==> config.mk <==
export PLATFORM = sky130hd
export DESIGN_NAME = alu_issue_ctrl
export DESIGN_NICKNAME = d
export VERILOG_FILES = /design/src/rtl/alu_issue_ctrl.sv
export SDC_FILE = /design/constraint.sdc
export NUM_CORES = 1
export LEC_CHECK = 0
export CAP_MARGIN = 20
export CORE_AREA = 2 2 133 135
export DETAILED_ROUTE_END_ITERATION = 16
export DIE_AREA = 0 0 135 137
export GPL_ROUTABILITY_DRIVEN = 0
export PLACE_DENSITY_LB_ADDON = 0.12
export SYNTH_ARGS = -nofsm -noshare
export SYNTH_HDL_FRONTEND = slang
export SYNTH_SLANG_ARGS = --single-unit
==> constraint.sdc <==
create_clock -name clk -period 3.1 [get_ports clk]
set_input_delay 0.775 -clock clk [delete_from_list [all_inputs] [get_ports clk]]
set_output_delay 0.775 -clock clk [all_outputs]
set_load 0.05 [all_outputs]
==> src/rtl/alu_issue_ctrl.sv <==
// Issue stage for the ALU: accepts one command, holds the operands for a fixed latency,
// captures the result and offers it on a response port. Optional macro: ALU_STICKY_FLAGS_EN.
//
// state | meaning
// ------+-------------------------------------------------------------
// IDLE  | ready for a command; alu_* hold the last operands
// WAIT  | operands applied to the ALU, counting down the ALU latency
// RESP  | result captured in rsp_*, waiting for rsp_ready
module alu_issue_ctrl #(
    parameter int DATA_W = 32,
    parameter int LAT    = 2
) (
    input  logic                clk,
    input  logic                rst,
    input  logic                cmd_valid,
    output logic                cmd_ready,
    input  logic [3:0]          cmd_mode,
    input  logic [DATA_W-1:0]   cmd_a,
    input  logic [DATA_W-1:0]   cmd_b,
    input  logic [DATA_W-1:0]   cmd_ahigh,
    output logic [DATA_W-1:0]   alu_A,
    output logic [DATA_W-1:0]   alu_B,
    output logic [DATA_W-1:0]   alu_AHigh,
    output logic [3:0]          alu_mode,
    input  logic [2*DATA_W-1:0] alu_out,
    input  logic                alu_cf,
    input  logic                alu_sf,
    output logic                rsp_valid,
    input  logic                rsp_ready,
    output logic [2*DATA_W-1:0] rsp_data,
    output logic                rsp_cf,
    output logic                rsp_sf,
`ifdef ALU_STICKY_FLAGS_EN
    input  logic                sticky_clr,
    output logic                sticky_cf,
    output logic                sticky_sf,
`endif
    output logic                busy
);

    localparam int CNT_W = (LAT < 2) ? 1 : $clog2(LAT + 1);
    localparam logic [CNT_W-1:0] CNT_LOAD = CNT_W'(LAT);
    localparam logic [CNT_W-1:0] CNT_ONE  = CNT_W'(1);

    typedef enum logic [1:0] {
        S_IDLE = 2'd0,
        S_WAIT = 2'd1,
        S_RESP = 2'd2
    } state_t;

    state_t           state_q, state_d;
    logic [CNT_W-1:0] cnt_q, cnt_d;
    logic             accept;
    logic             capture;

    always_comb begin
        state_d = state_q;
        cnt_d   = cnt_q;
        accept  = 1'b0;
        capture = 1'b0;
        case (state_q)
            S_IDLE: begin
                if (cmd_valid) begin
                    accept  = 1'b1;
                    cnt_d   = CNT_LOAD;
                    state_d = S_WAIT;
                end
            end
            S_WAIT: begin
                cnt_d = cnt_q - CNT_ONE;
                // The ALU output is valid on the last counted edge, so capture there.
                if (cnt_q == CNT_ONE) begin
                    capture = 1'b1;
                    state_d = S_RESP;
                end
            end
            S_RESP: begin
                if (rsp_ready) begin
                    state_d = S_IDLE;
                end
            end
            default: begin
                state_d = S_IDLE;
            end
        endcase
    end

    always_ff @(posedge clk) begin
        if (!rst) begin
            state_q   <= S_IDLE;
            cnt_q     <= '0;
            alu_A     <= '0;
            alu_B     <= '0;
            alu_AHigh <= '0;
            alu_mode  <= '0;
            rsp_data  <= '0;
            rsp_cf    <= 1'b0;
            rsp_sf    <= 1'b0;
        end else begin
            state_q <= state_d;
            cnt_q   <= cnt_d;
            if (accept) begin
                alu_A     <= cmd_a;
                alu_B     <= cmd_b;
                alu_AHigh <= cmd_ahigh;
                alu_mode  <= cmd_mode;
            end
            if (capture) begin
                rsp_data <= alu_out;
                rsp_cf   <= alu_cf;
                rsp_sf   <= alu_sf;
            end
        end
    end

`ifdef ALU_STICKY_FLAGS_EN
    // A capture on the same edge as a clear leaves only the newly captured flags.
    always_ff @(posedge clk) begin
        if (!rst) begin
            sticky_cf <= 1'b0;
            sticky_sf <= 1'b0;
        end else if (capture) begin
            sticky_cf <= (sticky_clr ? 1'b0 : sticky_cf) | alu_cf;
            sticky_sf <= (sticky_clr ? 1'b0 : sticky_sf) | alu_sf;
        end else if (sticky_clr) begin
            sticky_cf <= 1'b0;
            sticky_sf <= 1'b0;
        end
    end
`endif

    assign cmd_ready = rst && (state_q == S_IDLE);
    assign rsp_valid = (state_q == S_RESP);
    assign busy      = (state_q != S_IDLE);

endmodule

==> metrics.yaml <==
pwr:
  pwr-share-comb_pct: 20.7
  p_seq_share_pct: 41.5
  sw_frac_of_total_pct: 28.2
  power_density_nw_per_um2: 525
  power.switching_mw: 1.60
  ir_worst_vdd_mv: 0.382
  total_leakage_power_nw: 4.15
  fin_total_pwr_mw: 5.68
  p_clk_share_pct: 37.8
  internal-power_mw: 4.08
clock_tree:
  worstSkewPairLatency_ns: 0.42
  cts_resized: 0
  htree_levels: 4
  cts_inserted_buffers: 17
  cts_buffer_depth: 2
  root_buffer: "clkbuf_16"
  holdBufCountCts: 0
  cts_setup_buffers: 0
  clkTransAtPathRegs_ns: 0.06
  cts_tree: "built"
  cts_sinks: 170
finish:
  multiInputGateArea_um2: 3030
  regArea_um2: 3400
  design_area_um2: 10800
  fillers: 1465
  fin_util_pct: 63.5
  syn_to_final_growth_pct: 60.2
  drive_above_1_share_pct: 4.14
  nets: 1221
  n_antenna_cell: 0
floorplan:
  die_h_um: 137
  die_w_um: 135
  core_region_area_um2: 17100
  io_pins: 339
  start_util_pct: 39.6
  num_rows: 48
  die_area_um2: 18500
logic_synthesis:
  synth_edf_count: 0
  avgSynthCellArea_um2: 9.09
  ys_types: 22
  yosysMostFrequentCell: "nand2_1"
  async_flop_share_pct: 0
  ys_top_cells_by_count: "nand2_1 (334), dfxtp_1 (170), mux2i_1 (166), clkbuf_1 (27), buf_4 (13)"
  syn_area_um2: 6760
  synth_top_area_share_pct: 50.4
  yosysTopAreaCell: "dfxtp_1"
  ys_ff_latch: 170
  synth_nets: 914
  postSynthCellCount: 743
  synth_area_leaders: "dfxtp_1 (50%), mux2i_1 (25%), nand2_1 (19%)"
  yosysSeqAreaShare_pct: 50.4
  yosysWarnings: 0
  synth_ff_type: "dfxtp_1"
global_routing:
  antenna_found_initial: 0
  grt_use_total_pct: 19.0
  grt_pass1_vias: 5375
  grt_pass1_wl_mm: 27.8
  grt_max_degree: 191
  globalRouteOverflowTotal: 0
sta:
  tightest_slew_ns: 0.840
  finalSetupViolCount: 0
  slew_viol_final: 0
  slew_headroom_pct: 44.0
  skew_ns: 0.00698
  hold_viol: 0
  rsz0062_at_grt: "false"
  finalSetupTns_ns: 0
  fin_ws_ns: 0.411
  timing.fmax_mhz: 372
  fin_crit_sh_pct: 86.7
  min_period_ns: 2.69
job:
  cap_violations: 0
routing:
  first_pass_iters: 4
  vias: 5808
  ant_nets: 0
  wl_mm: 18.4
  drt_iter0_drc: 305
  wire_per_inst_um: 14.3
  avgViaCountPerCell: 4.51
  drc: 0
critical_path:
  cp.required_ns: 2.32
  crit_arrival_ns: 1.91
  startpoint_type: "register"
  critPathMaxFanout: 8
  r2r-start: "cnt_q[0]"
  critPathLaunch: "state_q[0]"
  end_kind: "primary output"
  critical_path_class: "reg -> out"
outcome:
  status: "complete, no violations"
placement:
  dp_hpwl_mm: 12.9
  place.port_buffers: 338
  dp_slack_ns: 0.677
  placed_cell_area_um2: 10200
worst_hold_path:
  min-delay-start: "alu_A[2]"
  hold_class: "reg -> reg"
layout make-up:
type | instances | share of cell area (%)
clock inverter | 9 | 1.04
sequential | 170 | 31.4
tap | 225 | 2.60
timing repair buffer | 345 | 32.3
clock buffer | 23 | 4.51
multi-input combinational | 514 | 28.0
inverter | 2 | 0.0694
worst max-delay path, stage by stage (launching register included):
cell and delay [ns]:
dfxtp_1 0.47, or2_2 0.22, clkdlybuf4s50_1 0.81
power by group through the flow:
stage	logic, mW	registers, mW	clock network, mW
detailed placement	1.18	2.40	0
CTS	1.19	2.36	2.20
finish	1.18	2.36	2.15
global route	1.24	2.37	2.29
global placement	1.18	2.40	0
floorplan	0.319	2.78	0
layer usage:
layer  GRT usage (%)  vias up  routed length (µm)
met5               0        -                   0
met4            6.13        0                 247
met3            8.44       18                1940
met2            31.2      209                8510
met1            22.3     2587                7750
li1                -     2994                   -
metrics by stage:
| stage | cells | hold WS [ns] |
|---|---|---|
| 6_report | 1288 | 0.454 |
| 3_5_place_dp | 1256 | 0.447 |
| 5_1_grt | 1288 | 0.465 |
| 2_1_floorplan | 743 | 0.458 |
| 4_1_cts | 1288 | 0.458 |
| 3_3_place_gp | 1256 | 0.441 |
cell usage in the layout, fill, tap and decap left out:
cell               n
o21a_1             1
nor2_1             1
o22ai_1            1
and3b_4            1
clkbuf_8           4
clkdlybuf4s50_1  336
clkinv_4           1
o21ba_2            1
nand2b_1           2
nor2b_1            1
clkbuf_16         17
clkinv_2           1
clkbuf_1           2
buf_12             5
bufinv_16          2
mux2i_1          166
or2_2              1
buf_4              3
dfxtp_1          170
o221a_2            1
inv_1              2
clkinvlp_4         4
inv_6              1
buf_8              1
nor3b_2            1
nor3b_1            1
ha_1               1
nand2_1          334
and3_1             1
path summary, 6_finish.rpt:
kind | endpoint | slack (ns) | depth (start not counted)
setup / recovery | busy | 0.41 | 2
hold / removal | alu_A[2] | 0.45 | 2
setup reg to reg | rsp_data[28] | 1.45 | 4
hold reg to reg | alu_A[2] | 0.45 | 2
kinds of logic (layout without fill, tap and decap cells):
kind of cell / after synthesis / in the layout / share of synthesized area, %
multiplexers: 166 / 166 / 24.6
flip-flops: 170 / 170 / 50.4
adder cells (fa/ha/maj): 1 / 1 / 0.185
buffers and inverters: 59 / 379 / 4.91
AO/OA/AOI/OAI: 4 / 4 / 0.519
AND/OR/NAND/NOR: 343 / 343 / 19.4
flip-flops by register name (all words and copies together), names as in the netlist:
signal,cells
rsp_data,64
alu_B,32
alu_AHigh,32
cnt_q,2
state_q,2
alu_A,32
alu_mode,4
rsp_cf,1
rsp_sf,1
Power figures use the tool's default switching activity.
==> patch 1: new RTL, config.mk and constraints unchanged <==
Set the parameter `LAT` to 4 (it was 2).
--- a/src/rtl/alu_issue_ctrl.sv
+++ b/src/rtl/alu_issue_ctrl.sv
@@ -9,5 +9,5 @@
 module alu_issue_ctrl #(
     parameter int DATA_W = 32,
-    parameter int LAT    = 2
+    parameter int LAT    = 4
 ) (
     input  logic                clk,
Behaviour: not the same (a bounded check fails within 4 cycles, from zero or initial values and one cycle with rst low).
==> patch 1 against the unedited design <==
Wire length about the same; critical path type unchanged; worst hold slack worse by 0.0094 ns; clock power down 5%; global-route usage about the same; synthesized cell count grew 3.4%; synthesized area down 6.4%; via count is 4.1% higher; design area down 5.5%; sequential cell count rose by 1; worst setup slack worse by 0.043 ns; power shrank 4.1%.
==> patch 1: results (changes against the unedited design) <==
YOSYS-TOP-CELLS-AREA='sky130_fd_sc_hd__dfxtp_1, sky130_fd_sc_hd__nand3_1, sky130_fd_sc_hd__o21ai_0'
NET_SW_FRAC=0.2765  # -0.005412
WORSTPATHMAXFANOUT=9  # +1
FIN_NETS=1232  # +0.90%
CRITPATHARRIVALTIME_NS=1.96  # +0.05 ns
TIMING_WORST_SLEW_PIN_VALUE_NS=0.7953  # -0.04504 ns
OUTCOME='completed'
DETAIL_ROUTE.VIAS_PER_CELL=4.669  # +3.5%
WORSTREG2REGEND='rsp_data[57]$_SDFFE_PN0P_'
WORST_HOLD_STARTPOINT='alu_A[31]$_SDFFE_PN0P_'
DRIVE_ABOVE_1_SHARE=0.03832  # -0.003075
WIRE_LENGTH_OF_THE_FIRST_GLOBAL_ROUTING_PASS_MM=27.81  # +0.17%
SYNTH-SEQ-AREA-SHARE=0.5416  # +0.03786
SYN-NUM-NETS=940  # +2.8%
POWER.STATIC_LEAKAGE_nW=3.560  # -14%
FIRST_ITER_VIOLATIONS=317  # +3.9%
POSTROUTEWIRELENGTH_MM=18.46  # about the same
GR_USAGE_TOTAL=0.1902  # about the same
POSTPLACECELLAREA_MM2=0.009676  # -5.4%
REGISTER_TO_REGISTER_SETUP_SLACK_NS=1.23  # -0.22 ns
SYNTH.CELLS.MOST_FREQUENT='sky130_fd_sc_hd__dfxtp_1, sky130_fd_sc_hd__nand2_1, sky130_fd_sc_hd__nand3_1'
IR_DROP_uV=372.1  # -2.6%
FIN_WORST_SKEW_NS=0.005320  # -0.001659 ns
NUMBER_OF_GLOBAL_ROUTE_VIAS_BEFORE_REPAIR=5308  # -1.2%
CLOCK-ROOT-BUFFER='sky130_fd_sc_hd__clkbuf_16'
patch 1: cell count changes after synthesis, moves of 36 or more:
cell / change
sky130_fd_sc_hd__nand3_1: +166
sky130_fd_sc_hd__o21ai_0: +131
sky130_fd_sc_hd__nand2_1: -167
sky130_fd_sc_hd__mux2i_1: -166
sky130_fd_sc_hd__o21ai_1: +36
patch 1: area by class of cell:
| class | instances | area, um^2 |
|---|---|---|
| clock inverters | 7 | 93.84 |
| inverters | 4 | 15.01 |
| multi-input cells | 518 | 2445 |
| clock buffers | 22 | 464.2 |
| repair buffers | 348 | 3511 |
| well taps | 225 | 281.5 |
| flip-flops and latches | 171 | 3423 |
| fillers | 1589 | 6823 |
patch 1: cell families (layout without fill, tap and decap cells):
group | Yosys count | in the layout | synth area share
buffers and inverters | 79 | 381 | 0.07324
AND/OR/NAND/NOR | 343 | 343 | 0.2423
flip-flops | 171 | 171 | 0.5416
adder cells (fa/ha/maj) | 2 | 2 | 0.003958
AO/OA/AOI/OAI | 173 | 173 | 0.1390
patch 1: layer usage:
metal | track usage | part of all wire
met5 | 0 | 0
met4 | 0.06250 | 0.013
met3 | 0.09333 | 0.11
met2 | 0.3012 | 0.45
met1 | 0.2265 | 0.42
patch 1: power by group through the flow:
stage	sequential (W)	clock [W]	combinational (W)
floorplan	0.00275	0	0.000256
global route	0.00237	0.00218	0.00111
global placement	0.00240	0	0.00105
CTS	0.00236	0.00209	0.00105
finish	0.00236	0.00204	0.00104
detailed placement	0.00241	0	0.00105
patch 1: worst max path at each step:
stage	endpoint	start	depth (start not counted)	slack, ns
6_report	busy	state_q[0]$_SDFFE_PN0P_	2	0.37
4_1_cts	busy	state_q[0]$_SDFFE_PN0P_	2	0.35
3_5_place_dp	alu_A[23]$_SDFFE_PN0P_	cmd_valid	5	0.72
3_3_place_gp	alu_AHigh[22]$_SDFFE_PN0P_	cmd_valid	5	0.74
5_1_grt	busy	state_q[0]$_SDFFE_PN0P_	2	0.29
2_1_floorplan	cmd_ready	rst	4	0.46
patch 1: worst reg2reg max path: stages (launching register included):
cell and delay [ns]:
sky130_fd_sc_hd__dfxtp_1 0.53, sky130_fd_sc_hd__and4bb_4 0.73, sky130_fd_sc_hd__buf_4 0.35, sky130_fd_sc_hd__nand3_1 0.10
sky130_fd_sc_hd__o21ai_0 0.10
patch 1: metrics by stage:
stage          setup slack, ns  std cells  hold WS (ns)
3_5_place_dp            0.7205       1266        0.4388
6_report                0.3678       1295        0.4450
4_1_cts                 0.3453       1295        0.4485
2_1_floorplan           0.4580        768        0.4492
3_3_place_gp            0.7428       1266        0.4358
5_1_grt                 0.2860       1295        0.4609
==> patch 2: new RTL, same settings <==
Made on the original files. Register the input `cmd_mode` before use, without a reset. The logic sees it one clock later. The other inputs are not delayed to match.
--- a/src/rtl/alu_issue_ctrl.sv
+++ b/src/rtl/alu_issue_ctrl.sv
@@ -48,4 +48,10 @@
         S_RESP = 2'd2
     } state_t;
+
+    logic [3:0] cmd_mode_q;
+
+    always_ff @(posedge clk) begin
+        cmd_mode_q <= cmd_mode;
+    end
 
     state_t           state_q, state_d;
@@ -104,5 +110,5 @@
                 alu_B     <= cmd_b;
                 alu_AHigh <= cmd_ahigh;
-                alu_mode  <= cmd_mode;
+                alu_mode  <= cmd_mode_q;
             end
             if (capture) begin
Formal check against the unedited RTL: not equivalent (a bounded check fails within 4 cycles, from zero or initial values and one cycle with rst low).
==> patch 2 against the unedited design <==
Worst setup slack better by 0.092 ns; fmax rose by 3.6%; critical path depth stayed put; power grew 3.4%; design area rose by 1.1%; largest cell class unchanged; non-clock buffer count is 1 higher; wire length up 2.5%; sequential cell count increased by 4; synthesized area increased by 1.2%; first-iteration DRC count decreased by 22%; worst hold slack worse by 0.014 ns; synthesized cell count up 0.54%.
==> patch 2: results (changes against the unedited design) <==
GR_USAGE_TOTAL=0.1990  # +0.008940
FINALHOLDWORSTSLACK_NS=0.4402  # -0.01421 ns
FIRST_ITER_VIOLATIONS=238  # -22%
FIN_WORST_SKEW_NS=0.006832  # -0.0001463 ns
OUTCOME='completed'
ROUTE.DETAILED.WL_PER_INST_UM=14.64  # +2.2%
DRIVE_ABOVE_1_SHARE=0.04217  # +0.0007820
MET1_ROUTED_WIRELENGTH_AFTER_DETAILED_ROUTING_MM=7.702  # -0.62%
POSTROUTEWIRELENGTH_MM=18.91  # +2.5%
CRITPATHARRIVALTIME_NS=1.82  # -0.09 ns
PLACE_INST=1261  # +0.40%
SYNTH_MUX_AREA_FRAC=0.2430  # -0.002881
YOSYS-TOP-CELLS-AREA='sky130_fd_sc_hd__dfxtp_1, sky130_fd_sc_hd__mux2i_1, sky130_fd_sc_hd__nand2_1'
IR_DROP_uV=361.4  # -5.4%
FIN_NETS=1226  # +0.41%
GRT_MAX_DEGREE=173  # -9.4%
NUM-FILL-CELLS=1445  # -1.4%
NET_SW_FRAC=0.2738  # -0.008159
REGISTER_TO_REGISTER_SETUP_SLACK_NS=1.38  # -0.07 ns
SYNTH.CELLS.MOST_FREQUENT='sky130_fd_sc_hd__nand2_1, sky130_fd_sc_hd__dfxtp_1, sky130_fd_sc_hd__mux2i_1'
ROUTED-WL-MET3_MM=1.877  # -3.1%
SYNTH-ADDER-AREA-SHARE=0.001830  # -0.00002169
POWER.STATIC_LEAKAGE_nW=4.206  # +1.4%
DETAILEDROUTE.FIRSTPASSITERATIONCOUNT=5  # +1
POSTPLACECELLAREA_MM2=0.01031  # +0.86%
[patch 2: logic make-up (layout without fill, tap and decap cells)]
logic type,Yosys count,in the layout
fa+ha+maj,1,1
compound gates,4,4
simple gates,343,343
buf+inv,59,379
mux,166,166
flops,174,174
[patch 2: metal layers]
layer	up-vias	track usage
li1	3006	-
met1	2626	0.2162
met2	225	0.3381
met4	0	0.09549
met3	36	0.08148
met5	-	0
[patch 2: worst min-delay path, cell delays in order (launching register included)]
cell and delay (ns):
sky130_fd_sc_hd__dfxtp_1 0.30, sky130_fd_sc_hd__nand2_1 0.04, sky130_fd_sc_hd__mux2i_1 0.05
[patch 2: final cells by class]
cell class                      instances  area (um^2)  share of cell area
Tap cell                              225        281.5             0.02573
Clock buffer                           21        470.5             0.04299
Timing Repair Buffer                  346         3508              0.3206
Inverter                                2        7.507           0.0006860
Sequential cell                       174         3483              0.3183
Multi-Input combinational cell        514         3030              0.2769
Clock inverter                         10        161.4             0.01475
[patch 2: how the worst min path moves through the flow]
stage | startpoint | end | cells after the start
CTS | cmd_mode_q[0]$_DFF_P_ | alu_mode[0]$_SDFFE_PN0P_ | 2
floorplan | cmd_mode_q[0]$_DFF_P_ | alu_mode[0]$_SDFFE_PN0P_ | 2
detailed placement | cmd_mode_q[0]$_DFF_P_ | alu_mode[0]$_SDFFE_PN0P_ | 2
global placement | cmd_mode_q[0]$_DFF_P_ | alu_mode[0]$_SDFFE_PN0P_ | 2
global route | cmd_mode_q[1]$_DFF_P_ | alu_mode[1]$_SDFFE_PN0P_ | 2
finish | cmd_mode_q[0]$_DFF_P_ | alu_mode[0]$_SDFFE_PN0P_ | 2
[patch 2: per-stage QoR]
stage	setup slack (ns)	total power (W)
floorplan	0.3810	0.003153
global placement	0.7695	0.003638
detailed placement	0.7304	0.003644
CTS	0.4741	0.005940
global route	0.4156	0.006095
finish	0.5034	0.005873
[patch 2: power by group through the flow]
stage / combinational (W) / clock (W) / sequential (W)
finish: 0.00118 / 0.00228 / 0.00241
global route: 0.00124 / 0.00243 / 0.00242
CTS: 0.00119 / 0.00234 / 0.00241
detailed placement: 0.00119 / 0 / 0.00246
global placement: 0.00118 / 0 / 0.00246
floorplan: 0.000319 / 0 / 0.00283
